===== config.mk =====
export PLATFORM = sky130hd
export DESIGN_NAME = pattern_scan_ctrl_flat
export DESIGN_NICKNAME = d
export VERILOG_FILES = /design/src/rtl/pattern_pkg.sv /design/src/rtl/pattern_scan_ctrl_if.sv /design/src/rtl/pattern_serializer.sv /design/src/rtl/pattern_scan_ctrl.sv /design/src/flat_wrapper.sv
export SDC_FILE = /design/constraint.sdc
export NUM_CORES = 1
export LEC_CHECK = 0
export BUFFER_PORTS_ARGS = -buffer_cell sky130_fd_sc_hd__buf_2
export CAP_MARGIN = 20
export CORE_UTILIZATION = 40
export DETAILED_ROUTE_END_ITERATION = 7
export GPL_ROUTABILITY_DRIVEN = 0
export PLACE_DENSITY_LB_ADDON = 0.25
export SYNTH_ARGS = -nofsm -noshare
export SYNTH_HDL_FRONTEND = slang
export SYNTH_SLANG_ARGS = --single-unit

===== constraint.sdc =====
create_clock -name clk -period 3.21 [get_ports clk]
set_input_delay 0.1605 -clock clk [delete_from_list [all_inputs] [get_ports clk]]
set_output_delay 0.1605 -clock clk [all_outputs]
set_load 0.01 [all_outputs]

===== src/rtl/pattern_pkg.sv =====
// Shared definitions for the "101" pattern scan controller and its benches.
package pattern_pkg;

  typedef enum logic [2:0] {
    PRIME = 3'd0,
    IDLE  = 3'd1,
    SHIFT = 3'd2,
    FLUSH = 3'd3,
    DONE  = 3'd4
  } state_t;

  // Two zero bits return the detector to Init from any of its states.
  localparam int FLUSH_LEN_DEF = 2;
  localparam logic [2:0] PATTERN = 3'b101;

endpackage


===== src/rtl/pattern_scan_ctrl_if.sv =====
// Word request / result handshake bundle between a requester and pattern_scan_ctrl.
interface pattern_scan_ctrl_if #(
  parameter int WIDTH = 8,
  parameter int CNT_W = $clog2(WIDTH + 1)
);
  logic             in_valid;
  logic             in_ready;
  logic [WIDTH-1:0] in_word;
  logic             res_valid;
  logic             res_ready;
  logic [CNT_W-1:0] hit_count;

  modport master (
    output in_valid, in_word, res_ready,
    input  in_ready, res_valid, hit_count
  );

  modport slave (
    input  in_valid, in_word, res_ready,
    output in_ready, res_valid, hit_count
  );
endinterface


===== src/rtl/pattern_serializer.sv =====
// Parallel-load shift register that presents a word MSB-first, with a bit index
// so the controller knows the first and last shift cycles.
module pattern_serializer #(
  parameter int WIDTH = 8
) (
  input  logic             clk,
  input  logic             rst,
  input  logic             load,
  input  logic             shift,
  input  logic [WIDTH-1:0] word,
  output logic             msb,
  output logic             first,
  output logic             last
);
  localparam int IW = (WIDTH > 1) ? $clog2(WIDTH) : 1;

  logic [WIDTH-1:0] shreg;
  logic [IW-1:0]    idx;

  always_ff @(posedge clk) begin
    if (rst) begin
      shreg <= '0;
      idx   <= '0;
    end else if (load) begin
      shreg <= word;
      idx   <= '0;
    end else if (shift) begin
      shreg <= shreg << 1;
      idx   <= idx + IW'(1);
    end
  end

  assign msb   = shreg[WIDTH-1];
  assign first = (idx == '0);
  assign last  = (idx == IW'(WIDTH - 1));

endmodule


===== src/rtl/pattern_scan_ctrl.sv =====
// Sequencer that feeds words serially into an external "101" detector and
// returns the per-word hit count over a result handshake.
module pattern_scan_ctrl
  import pattern_pkg::*;
#(
  parameter int WIDTH     = 8,
  parameter int FLUSH_LEN = FLUSH_LEN_DEF,
  parameter int CNT_W     = $clog2(WIDTH + 1)
) (
  input  logic                clk,
  input  logic                rst,
  pattern_scan_ctrl_if.slave  bus,
  output logic                det_bit,
  input  logic                det_hit,
  output logic                busy
);
  localparam int FW = $clog2(FLUSH_LEN + 1);
  localparam logic [FW-1:0] FLUSH_LAST = FW'(FLUSH_LEN - 1);

  state_t           state;
  logic [FW-1:0]    flush_cnt;
  logic             res_valid_q;
  logic [CNT_W-1:0] hit_cnt_q;
  logic             ser_msb;
  logic             ser_first;
  logic             ser_last;

  pattern_serializer #(.WIDTH(WIDTH)) u_ser (
    .clk   (clk),
    .rst   (rst),
    .load  (state == IDLE && bus.in_valid),
    .shift (state == SHIFT),
    .word  (bus.in_word),
    .msb   (ser_msb),
    .first (ser_first),
    .last  (ser_last)
  );

  // det_hit lags det_bit by one cycle, so the first shift cycle still shows the
  // flushed history and the first flush cycle shows the word's final bit.
  always_ff @(posedge clk) begin
    if (rst) begin
      state       <= PRIME;
      flush_cnt   <= '0;
      res_valid_q <= 1'b0;
      hit_cnt_q   <= '0;
    end else begin
      case (state)
        PRIME: begin
          if (flush_cnt == FLUSH_LAST) begin
            flush_cnt <= '0;
            state     <= IDLE;
          end else begin
            flush_cnt <= flush_cnt + FW'(1);
          end
        end
        IDLE: begin
          if (bus.in_valid) begin
            hit_cnt_q <= '0;
            state     <= SHIFT;
          end
        end
        SHIFT: begin
          if (!ser_first && det_hit)
            hit_cnt_q <= hit_cnt_q + CNT_W'(1);
          if (ser_last) begin
            flush_cnt <= '0;
            state     <= FLUSH;
          end
        end
        FLUSH: begin
          if (flush_cnt == '0 && det_hit)
            hit_cnt_q <= hit_cnt_q + CNT_W'(1);
          if (flush_cnt == FLUSH_LAST) begin
            flush_cnt   <= '0;
            res_valid_q <= 1'b1;
            state       <= DONE;
          end else begin
            flush_cnt <= flush_cnt + FW'(1);
          end
        end
        DONE: begin
          if (bus.res_ready) begin
            res_valid_q <= 1'b0;
            state       <= IDLE;
          end
        end
        default: state <= PRIME;
      endcase
    end
  end

  assign det_bit       = (state == SHIFT) ? ser_msb : 1'b0;
  assign bus.in_ready  = (state == IDLE);
  assign busy          = (state != IDLE);
  assign bus.res_valid = res_valid_q;
  assign bus.hit_count = hit_cnt_q;

endmodule


===== src/flat_wrapper.sv =====
// flat-port wrapper written by rule: the top's interface ports become plain ports
module pattern_scan_ctrl_flat import pattern_pkg::*;
#(
  parameter int WIDTH     = 8,
  parameter int FLUSH_LEN = FLUSH_LEN_DEF,
  parameter int CNT_W     = $clog2(WIDTH + 1)
)
  (clk, rst, det_bit, det_hit, busy, bus_in_valid, bus_in_word, bus_res_ready, bus_in_ready, bus_res_valid, bus_hit_count);
  pattern_scan_ctrl_if #(.WIDTH(WIDTH), .CNT_W(CNT_W)) bus_i ();
  input  logic clk;
  input  logic rst;
  output logic det_bit;
  input  logic det_hit;
  output logic busy;
  input wire logic [$bits(bus_i.in_valid)-1:0] bus_in_valid;
  input wire logic [$bits(bus_i.in_word)-1:0] bus_in_word;
  input wire logic [$bits(bus_i.res_ready)-1:0] bus_res_ready;
  output wire logic [$bits(bus_i.in_ready)-1:0] bus_in_ready;
  output wire logic [$bits(bus_i.res_valid)-1:0] bus_res_valid;
  output wire logic [$bits(bus_i.hit_count)-1:0] bus_hit_count;
  assign bus_i.in_valid = bus_in_valid;
  assign bus_i.in_word = bus_in_word;
  assign bus_i.res_ready = bus_res_ready;
  assign bus_in_ready = bus_i.in_ready;
  assign bus_res_valid = bus_i.res_valid;
  assign bus_hit_count = bus_i.hit_count;
  pattern_scan_ctrl #(.WIDTH(WIDTH), .FLUSH_LEN(FLUSH_LEN), .CNT_W(CNT_W)) u_core (.clk(clk), .rst(rst), .bus(bus_i), .det_bit(det_bit), .det_hit(det_hit), .busy(busy));
endmodule

==> flow_summary.ini <==
[power_and_ir_drop]
combPwrFrac = 0.234
sequentialPowerShare = 0.553
p_int_uw = 390
p_per_area_nw_per_um2 = 461
clockPowerShare = 0.213
p_switching_uw = 186
switching_share = 0.323
p_leak_uw = 0.000484
peakVddDrop_mv = 0.298
power_uw = 576

[timing]
finalClockSkew_ps = 3.13
slew_viol_final = 0
worst_pin_slew_ps = 727
rsz0062_at_grt = no
finalSetupViolCount = 0
period_needed_ps = 2030
fin_setup_tns_ps = 0
slew_headroom = 0.514
finalCritPeriodShare = 0.633
clock.fmax_mhz = 492
setup_ws_ps = 1180
hold_viol_final = 0

[placed_design]
placed_cells = 175
dp_slack_ps = 1210
io_buffers = 20
hpwlAfterDp_um = 1620

[yosys]
yosysWarnings = 0
synthMuxAreaShare = 0.0172
synthTopCellsByArea = dfxtp_1, a311oi_1, ha_1
syn_nets = 153
synth_top_family_by_area = compound AO/OA/AOI/OAI gates
post_synth.cell_area_avg_sq_um = 8.56
synth_top_area_frac = 0.361
synth-seq-cells = 21
synthesis.instances = 136
synth-simple-area-share = 0.235
yosysTopAreaCell = dfxtp_1
synth_cell_types = 39
synth_compound_area_frac = 0.246
synthXorXnorAreaFrac = 0.00753
ys_seq_area_frac = 0.361
synth-adder-area-share = 0.0430
syn_area_sq_um = 1160

[clock_tree]
postCtsResizedCells = 0
clk_latency_ps = 300
root_buffer = clkbuf_4
clkSinkCount = 21
clk_path_buf_depth = 2
numCtsBuffers = 3
clkSlewWorstSetupHoldPaths_ps = 110
cts_max_level = 1
ctsHoldBuffers = 0
post_cts_buffers = 0
cts_tree = yes

[global_routing]
first_global_vias = 900
grt_pass1_wl_um = 3730
antenna_found_initial = 0
track_usage = 0.148
grt_remaining_overflow = 0
grt_max_degree = 20

[drt]
vias_per_cell = 5.51
drc_errors = 0
ant_nets = 0
firstDrtPassIters = 4
vias = 986
avgRoutedWirePerCell_um = 12.4
wirelength_um = 2220
drtIter0Drc = 22

[final_layout]
antenna_cells = 0
final_util = 0.454
fill_cells = 287
syn_to_final_growth_pct = 7.53
drive_gt1_frac = 0.209
finalNonFillerCells = 179
fin_nets = 166

[min_path]
worstHoldStart = bus_res_ready
hp-class = primary input to flop

[floorplanning]
fp-row-count = 19
initial_core_util = 0.422
die_height_um = 55.9
dieArea_sq_um = 3130
die_x_um = 55.9
num_io_pins = 21
core_sq_um = 2760

[job]
drv_cap = 0

[critical_path]
path_buf_inv = 0
startpoint = u_core.state[1]$_SDFFE_PP0P_
crit_family = flip-flops
crit_path_end_kind = flop
crit_fanout = 18
max_stage_delay_ps = 770
critical_path_class = flop to flop
crit_slowest_cell = dfxtp_1
crit_chain = a31oi_1 > or4b_4 > o32ai_1
r2r-start = u_core.state[1]$_SDFFE_PP0P_
arrival_ps = 2240
crit_path_start_kind = flop
worstPathRequired_ps = 3420

[status]
outcome = complete, no violations
## final timing paths
path | cells past startpoint | end | slack (ps)
min | 2 | u_core.bus.res_valid$_SDFFE_PP0P_ | 80
min reg2reg | 2 | u_core.u_ser.shreg[7]$_SDFFE_PP0P_ | 480
max reg2reg | 3 | u_core.bus.hit_count[2]$_SDFFE_PP0P_ | 1180
max | 3 | u_core.bus.hit_count[2]$_SDFFE_PP0P_ | 1180
## cell usage in the layout (no fill, tap or decap), types with 2 or more instances in the layout
| cell type | Yosys | final |
|---|---|---|
| nor2_2 | 2 | 2 |
| nand2b_1 | 2 | 2 |
| and2_1 | 2 | 2 |
| nand2_1 | 12 | 12 |
| nand3_1 | 3 | 3 |
| mux2i_1 | 2 | 2 |
| o311ai_0 | 2 | 2 |
| nor2b_1 | 3 | 3 |
| nand3b_1 | 3 | 3 |
| o21ai_0 | 10 | 10 |
| buf_2 | 2 | 20 |
| a311oi_1 | 7 | 7 |
| dfxtp_1 | 21 | 21 |
| nor2_1 | 11 | 11 |
| ha_1 | 4 | 4 |
| o41ai_1 | 2 | 2 |
| nor3_1 | 4 | 4 |
| clkbuf_4 | 0 | 3 |
| a21oi_1 | 7 | 7 |
| inv_1 | 7 | 7 |
| a22oi_1 | 2 | 2 |
| a31oi_1 | 2 | 2 |
## worst register-to-register path, delay by kind of cell, from the launching register on
family	cells	cell delay (ps)
DFF	1	770
AOI/OAI and AO/OA	2	600
and+or+nand+nor	1	580
## kinds of logic after synthesis
| logic type | after synthesis |
|---|---|
| and+or+nand+nor | 49 |
| AOI/OAI and AO/OA | 40 |
| DFF | 21 |
| buffers and inverters | 19 |
| adders and majority gates | 4 |
| muxes | 2 |
| xor gates and xnor gates | 1 |
## through the flow
| step | instance area, sq um | hold slack [ps] |
|---|---|---|
| floorplan | 1160 | 276 |
| global placement | 1220 | 394 |
| detailed placement | 1220 | 396 |
| CTS | 1250 | 62.3 |
| global route | 1250 | 77.5 |
| finish | 1250 | 82.5 |
## per-layer routing
| metal | vias to the layer above | global-route usage | wire (um) |
|---|---|---|---|
| li1 | 512 | - | - |
| met1 | 460 | 0.183 | 1120 |
| met2 | 12 | 0.243 | 1010 |
| met3 | 2 | 0.0512 | 81 |
| met4 | 0 | 0.0453 | 16 |
| met5 | - | 0 | 0 |
## cell usage after synthesis
library cell,number
a311oi_1,7
ha_1,4
nand2b_1,2
o211a_1,1
and3_1,1
mux2i_1,2
nor2b_4,1
buf_2,2
o41ai_1,2
a31oi_1,2
nor3b_2,1
o21ai_0,10
dfxtp_1,21
o31ai_2,1
nor3b_1,1
inv_1,7
nor3_1,4
buf_6,4
nand3_1,3
nand2b_4,1
nor2_2,2
o32ai_1,1
o311ai_0,2
a211oi_1,1
nand2_1,12
or3_1,1
xnor2_1,1
a21o_1,1
clkbuf_1,6
a22oi_1,2
and2_1,2
a21oi_1,7
a2111oi_0,1
a311oi_2,1
nor2b_1,3
or4b_4,1
nor2_1,11
nand3b_1,3
o211ai_1,1
## sequential cells by signal, summed over array words and instances (netlist names)
name                  count
u_core.state              3
u_core.u_ser.idx          3
u_core.bus.res_valid      1
u_core.bus.hit_count      4
u_core.flush_cnt          2
u_core.u_ser.shreg        8
## area by class of cell
class | instances | area, sq um | share of cell area
multi-input combinational | 96 | 639 | 0.511
sequential | 21 | 420 | 0.336
timing repair buffer | 20 | 100 | 0.0800
tap | 31 | 38.8 | 0.0310
clock buffer | 4 | 26.3 | 0.0210
inverter | 7 | 26.3 | 0.0210
## power groups by stage
stage | Combinational, uW | Clock, uW | Sequential, uW
2_1_floorplan | 142 | 0 | 296
3_3_place_gp | 135 | 0 | 323
3_5_place_dp | 135 | 0 | 324
4_1_cts | 135 | 131 | 318
5_1_grt | 152 | 141 | 323
6_report | 135 | 123 | 319
Note: power is estimated with default switching activity, not from simulation.
